[src/rtl/cpu_wb.sv]
// Writeback stage: retires one instruction at a time onto the register file write port.
// Loads wait for the data-memory response, extract/extend the addressed lane, and time out.
module cpu_wb #(
    parameter int XLEN         = 32,
    parameter int IDXW         = 5,
    parameter int LOAD_TIMEOUT = 255
) (
    input  logic            clk,
    input  logic            reset_n,
    input  logic            ex_valid,
    output logic            ex_ready,
    input  logic            ex_rd_wen,
    input  logic [IDXW-1:0] ex_rd_idx,
    input  logic [XLEN-1:0] ex_result,
    input  logic            ex_is_load,
    input  logic [2:0]      ex_funct3,
    input  logic [1:0]      ex_addr_lo,
    input  logic            mem_rvalid,
    input  logic [XLEN-1:0] mem_rdata,
    output logic            rd_wen,
    output logic [IDXW-1:0] rd_idx,
    output logic [XLEN-1:0] rd_dat,
    output logic            load_err,
    output logic            busy
);
    typedef enum logic {IDLE, WAIT_MEM} state_t;

    localparam logic [7:0] CNT_LAST = 8'(LOAD_TIMEOUT - 1);

    state_t          state_q, state_d;
    logic [7:0]      cnt_q, cnt_d;
    logic            rd_wen_q, rd_wen_d;
    logic [IDXW-1:0] rd_idx_q, rd_idx_d;
    logic [XLEN-1:0] rd_dat_q, rd_dat_d;
    logic            load_err_q, load_err_d;
    logic            ld_wen_q, ld_wen_d;
    logic [IDXW-1:0] ld_idx_q, ld_idx_d;
    logic [2:0]      ld_f3_q, ld_f3_d;
    logic [1:0]      ld_alo_q, ld_alo_d;

    logic            ld_illegal;
    logic            ld_misaligned;
    logic [7:0]      lane_b;
    logic [15:0]     lane_h;
    logic [XLEN-1:0] ld_ext;

    assign ex_ready = (state_q == IDLE);
    assign busy     = (state_q != IDLE);
    assign rd_wen   = rd_wen_q;
    assign rd_idx   = rd_idx_q;
    assign rd_dat   = rd_dat_q;
    assign load_err = load_err_q;

    assign ld_illegal    = (ex_funct3 == 3'b011) || (ex_funct3 == 3'b110) || (ex_funct3 == 3'b111);
    assign ld_misaligned = ((ex_funct3[1:0] == 2'b01) && ex_addr_lo[0])
                         || ((ex_funct3 == 3'b010) && (ex_addr_lo != 2'b00));

    assign lane_b = mem_rdata[{ld_alo_q, 3'b000} +: 8];
    assign lane_h = mem_rdata[{ld_alo_q[1], 4'b0000} +: 16];

    always_comb begin
        ld_ext = mem_rdata;
        case (ld_f3_q)
            3'b000:  ld_ext = {{(XLEN-8){lane_b[7]}}, lane_b};
            3'b001:  ld_ext = {{(XLEN-16){lane_h[15]}}, lane_h};
            3'b100:  ld_ext = {{(XLEN-8){1'b0}}, lane_b};
            3'b101:  ld_ext = {{(XLEN-16){1'b0}}, lane_h};
            default: ld_ext = mem_rdata;
        endcase
    end

    always_comb begin
        state_d    = state_q;
        cnt_d      = cnt_q;
        rd_wen_d   = 1'b0;
        rd_idx_d   = rd_idx_q;
        rd_dat_d   = rd_dat_q;
        load_err_d = 1'b0;
        ld_wen_d   = ld_wen_q;
        ld_idx_d   = ld_idx_q;
        ld_f3_d    = ld_f3_q;
        ld_alo_d   = ld_alo_q;
        case (state_q)
            IDLE: begin
                if (ex_valid) begin
                    if (!ex_is_load) begin
                        rd_wen_d = ex_rd_wen && (ex_rd_idx != '0);
                        rd_idx_d = ex_rd_idx;
                        rd_dat_d = ex_result;
                    end else if (ld_illegal || ld_misaligned) begin
                        load_err_d = 1'b1;
                    end else begin
                        ld_wen_d = ex_rd_wen;
                        ld_idx_d = ex_rd_idx;
                        ld_f3_d  = ex_funct3;
                        ld_alo_d = ex_addr_lo;
                        cnt_d    = 8'd0;
                        state_d  = WAIT_MEM;
                    end
                end
            end
            WAIT_MEM: begin
                // A response on the final wait cycle still completes normally.
                if (mem_rvalid) begin
                    rd_wen_d = ld_wen_q && (ld_idx_q != '0);
                    rd_idx_d = ld_idx_q;
                    rd_dat_d = ld_ext;
                    cnt_d    = 8'd0;
                    state_d  = IDLE;
                end else if (cnt_q == CNT_LAST) begin
                    load_err_d = 1'b1;
                    cnt_d      = 8'd0;
                    state_d    = IDLE;
                end else begin
                    cnt_d = cnt_q + 8'd1;
                end
            end
            default: state_d = IDLE;
        endcase
    end

    always_ff @(posedge clk) begin
        if (!reset_n) begin
            state_q    <= IDLE;
            cnt_q      <= 8'd0;
            rd_wen_q   <= 1'b0;
            rd_idx_q   <= '0;
            rd_dat_q   <= '0;
            load_err_q <= 1'b0;
            ld_wen_q   <= 1'b0;
            ld_idx_q   <= '0;
            ld_f3_q    <= 3'b000;
            ld_alo_q   <= 2'b00;
        end else begin
            state_q    <= state_d;
            cnt_q      <= cnt_d;
            rd_wen_q   <= rd_wen_d;
            rd_idx_q   <= rd_idx_d;
            rd_dat_q   <= rd_dat_d;
            load_err_q <= load_err_d;
            ld_wen_q   <= ld_wen_d;
            ld_idx_q   <= ld_idx_d;
            ld_f3_q    <= ld_f3_d;
            ld_alo_q   <= ld_alo_d;
        end
    end
endmodule

[config.mk]
export PLATFORM = sky130hd
export DESIGN_NAME = cpu_wb
export DESIGN_NICKNAME = d
export VERILOG_FILES = /design/src/rtl/cpu_wb.sv
export SDC_FILE = /design/constraint.sdc
export NUM_CORES = 1
export LEC_CHECK = 0
export CORE_ASPECT_RATIO = 0.9
export CORE_UTILIZATION = 50
export CTS_BUF_LIST = sky130_fd_sc_hd__clkbuf_4
export CTS_CLUSTER_DIAMETER = 30
export DETAILED_ROUTE_END_ITERATION = 10
export PLACE_DENSITY = 0.85
export RECOVER_POWER = 50
export SETUP_SLACK_MARGIN = 0.15
export SKIP_LAST_GASP = 1
export SYNTH_ARGS = -nofsm -noshare
export SYNTH_HDL_FRONTEND = slang
export SYNTH_SLANG_ARGS = --single-unit
[constraint.sdc]
create_clock -name clk -period 4.8 [get_ports clk]
set_clock_uncertainty 0.15 [all_clocks]
set_input_delay 0.96 -clock clk [delete_from_list [all_inputs] [get_ports clk]]
set_output_delay 0.96 -clock clk [all_outputs]
set_load 0.01 [all_outputs]
==> impl_summary.txt <==
----------------------------------------------------
[CTS]
  CTS tree ... built
  H-tree levels ... 3
  Number of buffers inserted to repair setup after CTS ... 0
  # hold bufs at CTS ... 0
  Latest clock arrival within the worst-skew pair ... 0.40 ns
  Clock-pin slew on the worst setup and hold paths ... 0.10 ns
  Clock root buffer ... clkbuf_4
  Maximum clock insertion buffer count ... 2
  Gates resized, CTS repair ... 0
  Cts bufs inserted ... 9
  Clk sinks ... 59

[Job]
  Max_cap viols ... 0

[Global routing]
  Pin count of the biggest net entering global routing ... 33
  Initial antenna violation count ... 0
  Global-route total usage across every layer ... 0.305
  Vias in the first global route ... 3,383
  First-pass GRT wire length ... 16,300 um
  Total gr overflow ... 0

[Min path]
  Hold WC Path Type ... register to register
  Count of cells along the worst hold path ... 2
  Hold-critical path endpoint ... rd_dat[17]
  Worst Hold Launch ... rd_dat[17]

[Yosys]
  Mean post-synth cell area ... 8.28 um2
  Area fraction of the dominant cell type after synthesis ... 0.357
  Yosys top cell by area ... dfxtp_1
  Area share of and/or/nand/nor cells after synthesis ... 0.184
  Synth cell types ... 45
  Ys flop type ... dfxtp_1
  Syn_nets ... 481
  FF+latch count, synth ... 59
  Number of enable flip-flop cells after synthesis ... 0
  Synth async-reset ratio ... 0
  Synthesized-area fraction occupied by xor and xnor cells ... 0.00265
  Sequential share of the synthesized area ... 0.357
  Synthesized cell area ... 3310 um2
  Warnings, synthesis ... 0
  Combinational family with the most area after synthesis ... compound AO/OA/AOI/OAI gates
  Mux share of post-synthesis cell area ... 0.104
  Post-synthesis share of cell area spent on full adders, half adders and majority gates ... 0.00757
  Compound-gate portion of the synthesized area ... 0.284
  Most area-consuming cells after synthesis ... dfxtp_1 36%, mux2i_1 9.1%, nand2_1 8.1%
  Cell count after synthesis ... 399

[Timing]
  Hold WS ... 0.309 ns
  Slew Limit Headroom ... 0.290
  Tcrit/Tclk final ... 0.635
  Setup repair after global routing missed its margin ... no
  Final setup slack of the worst path ... 1.75 ns
  Slew Viols, Final ... 0
  Final critical-path required period ... 3.05 ns
  Transition at the pin with the smallest max-transition slack ... 1.05 ns
  Setup tns final ... 0 ns
  Timing-limited maximum frequency ... 0.328 GHz
  Finish-stage setup viols ... 0
  Final hold viol count ... 0

[Pwr]
  Areal power density over the cells ... 249 nW/um2
  Largest voltage drop on the vdd net ... 143 uV
  Total leakage power ... 1.74 nW

[Route]
  Average wire length per cell after detail routing ... 17.9 um
  Number of routed nets with antenna violations ... 0
  Routed Wire Length ... 10,600 um
  Iteration-0 DRC Markers ... 277
  1st-pass router iterations ... 5
  Via-to-Cell Ratio ... 6.22
  Vias ... 3,667
  Remaining DRCs ... 0

[Setup path]
  Depth of the worst register-to-register path ... 4
  Critical Path AT ... 3.17 ns
  Critical path endpoint category ... register
  Reg-to-reg critical path startpoint ... ld_alo_q[1]
  Peak fanout along the critical path ... 16
  Worst Setup Start Kind ... input port
  Type of the setup path with the least slack ... input port to register
  Destination of the worst register-to-register timing path ... rd_dat[23]
  Origin of the worst setup path ... ex_funct3[0]
  Setup slack on the worst flop-to-flop path ... 2.28 ns
  Required arrival time at the worst endpoint ... 4.92 ns

[Placement]
  Routability Congestion ... 0.884
  Placed cells ... 574
  Number of port buffers ... 120
  Sum of net half-perimeters after detailed placement ... 7500 um
  Placement-stage worst setup slack ... 1.48 ns

[Floorplanning]
  Core area ... 6250 um2
  Standard-cell row count ... 27
  Number of top-level pins ... 121
  DIE AREA ... 6940 um2
  Die span in x ... 87.7 um
  Vertical extent of the die ... 79.1 um
  Initial core utilization ... 0.529

[Finish]
  Most common library cell in the layout ignoring fill and taps ... clkdlybuf4s50_1
  Final core occ ... 0.738
  Count of filler cells inserted in the layout ... 476
  Signed area change from the synthesized netlist to the final layout ... 39.5%
  Layout Cells excl Fill ... 590
  Final Net Count ... 580
  Fraction of final layout cells with drive strength greater than 1 ... 0.0497
  Inserted Diodes ... 0
  Most frequent cells in the layout ... 79 x clkdlybuf4s50_1, 71 x nand2_1, 59 x dfxtp_1

[Outcome]
  Run status ... finished, final reports clean

----------------------------------------------------
==> final cells by class <==
cell class              count  area, um2  area share
inverters                   7       28.8     0.00624
clock inverters             7       58.8      0.0128
well taps                  87        109      0.0236
multi-input cells         296       1930       0.418
clock buffers               9       67.6      0.0147
repair buffers            125       1240       0.269
flip-flops and latches     59       1180       0.256
==> state kept, by name, indices dropped and copies added, names as in the netlist, 2 cells and up <==
| register | cells |
|---|---|
| cnt_q | 8 |
| ld_alo_q | 2 |
| ld_f3_q | 3 |
| ld_idx_q | 5 |
| rd_dat | 32 |
| rd_idx | 5 |
==> synth_stat cells (2+ instances only) <==
cell,count
nand2_1,71
dfxtp_1,59
mux2i_1,30
o21ai_0,25
clkbuf_1,24
a21oi_1,23
nor2_1,22
o31ai_1,19
o221ai_1,15
a221oi_1,14
a41oi_1,10
buf_2,9
a22o_1,8
nor2b_1,8
nand3b_1,7
inv_1,6
or3_1,5
o211a_1,4
or4_1,4
nand3_1,3
a221oi_2,2
a31oi_1,2
buf_6,2
ha_1,2
mux4_2,2
nand2b_1,2
o211ai_1,2
or2_2,2
==> worst max-delay path: stages <==
cell	delay, ns
dlygate4sd3_1	0.59
o31ai_1	0.34
a41oi_1	0.51
o21ai_1	0.67
a21oi_1	0.10
==> kinds of logic (layout without fill, tap and decap cells) <==
kind of cell,Yosys count,in the layout
xor+xnor,1,1
mux,32,32
simple gates,131,131
compound gates,130,130
flops,59,59
buf+inv,44,148
fa+ha+maj,2,2
==> report_power, final <==
| part | total, mW | leakage, nW | switching (mW) | internal (mW) |
|---|---|---|---|---|
| Clock | 0.347 | 0.0682 | 0.195 | 0.152 |
| Sequential | 0.539 | 0.482 | 0.0211 | 0.518 |
| Combinational | 0.262 | 1.19 | 0.125 | 0.137 |
| Total | 1.15 | 1.74 | 0.341 | 0.807 |
==> layer usage <==
metal,up-vias,global-route usage,wire (um)
li1,1692,-,-
met1,1741,0.396,4360
met2,211,0.496,5010
met3,23,0.0665,1010
met4,0,0.103,183
met5,-,0,0
==> how the worst max path moves through the flow <==
| stage | endpoint | slack [ns] | depth (start not counted) |
|---|---|---|---|
| 2_1_floorplan | cnt_q[0] | 2.44 | 5 |
| 3_3_place_gp | rd_dat[29] | 1.58 | 5 |
| 3_5_place_dp | cnt_q[5] | 1.48 | 5 |
| 4_1_cts | ex_ready | 1.78 | 2 |
| 5_1_grt | cnt_q[4] | 1.56 | 5 |
| 6_report | cnt_q[6] | 1.75 | 5 |
==> per-stage QoR <==
stage	total power [mW]	instance area, um2
global placement	0.811	4480
floorplan	0.668	3310
CTS	1.16	4610
finish	1.15	4610
global route	1.20	4610
detailed placement	0.817	4480
Note: power is estimated with default switching activity, not from simulation.
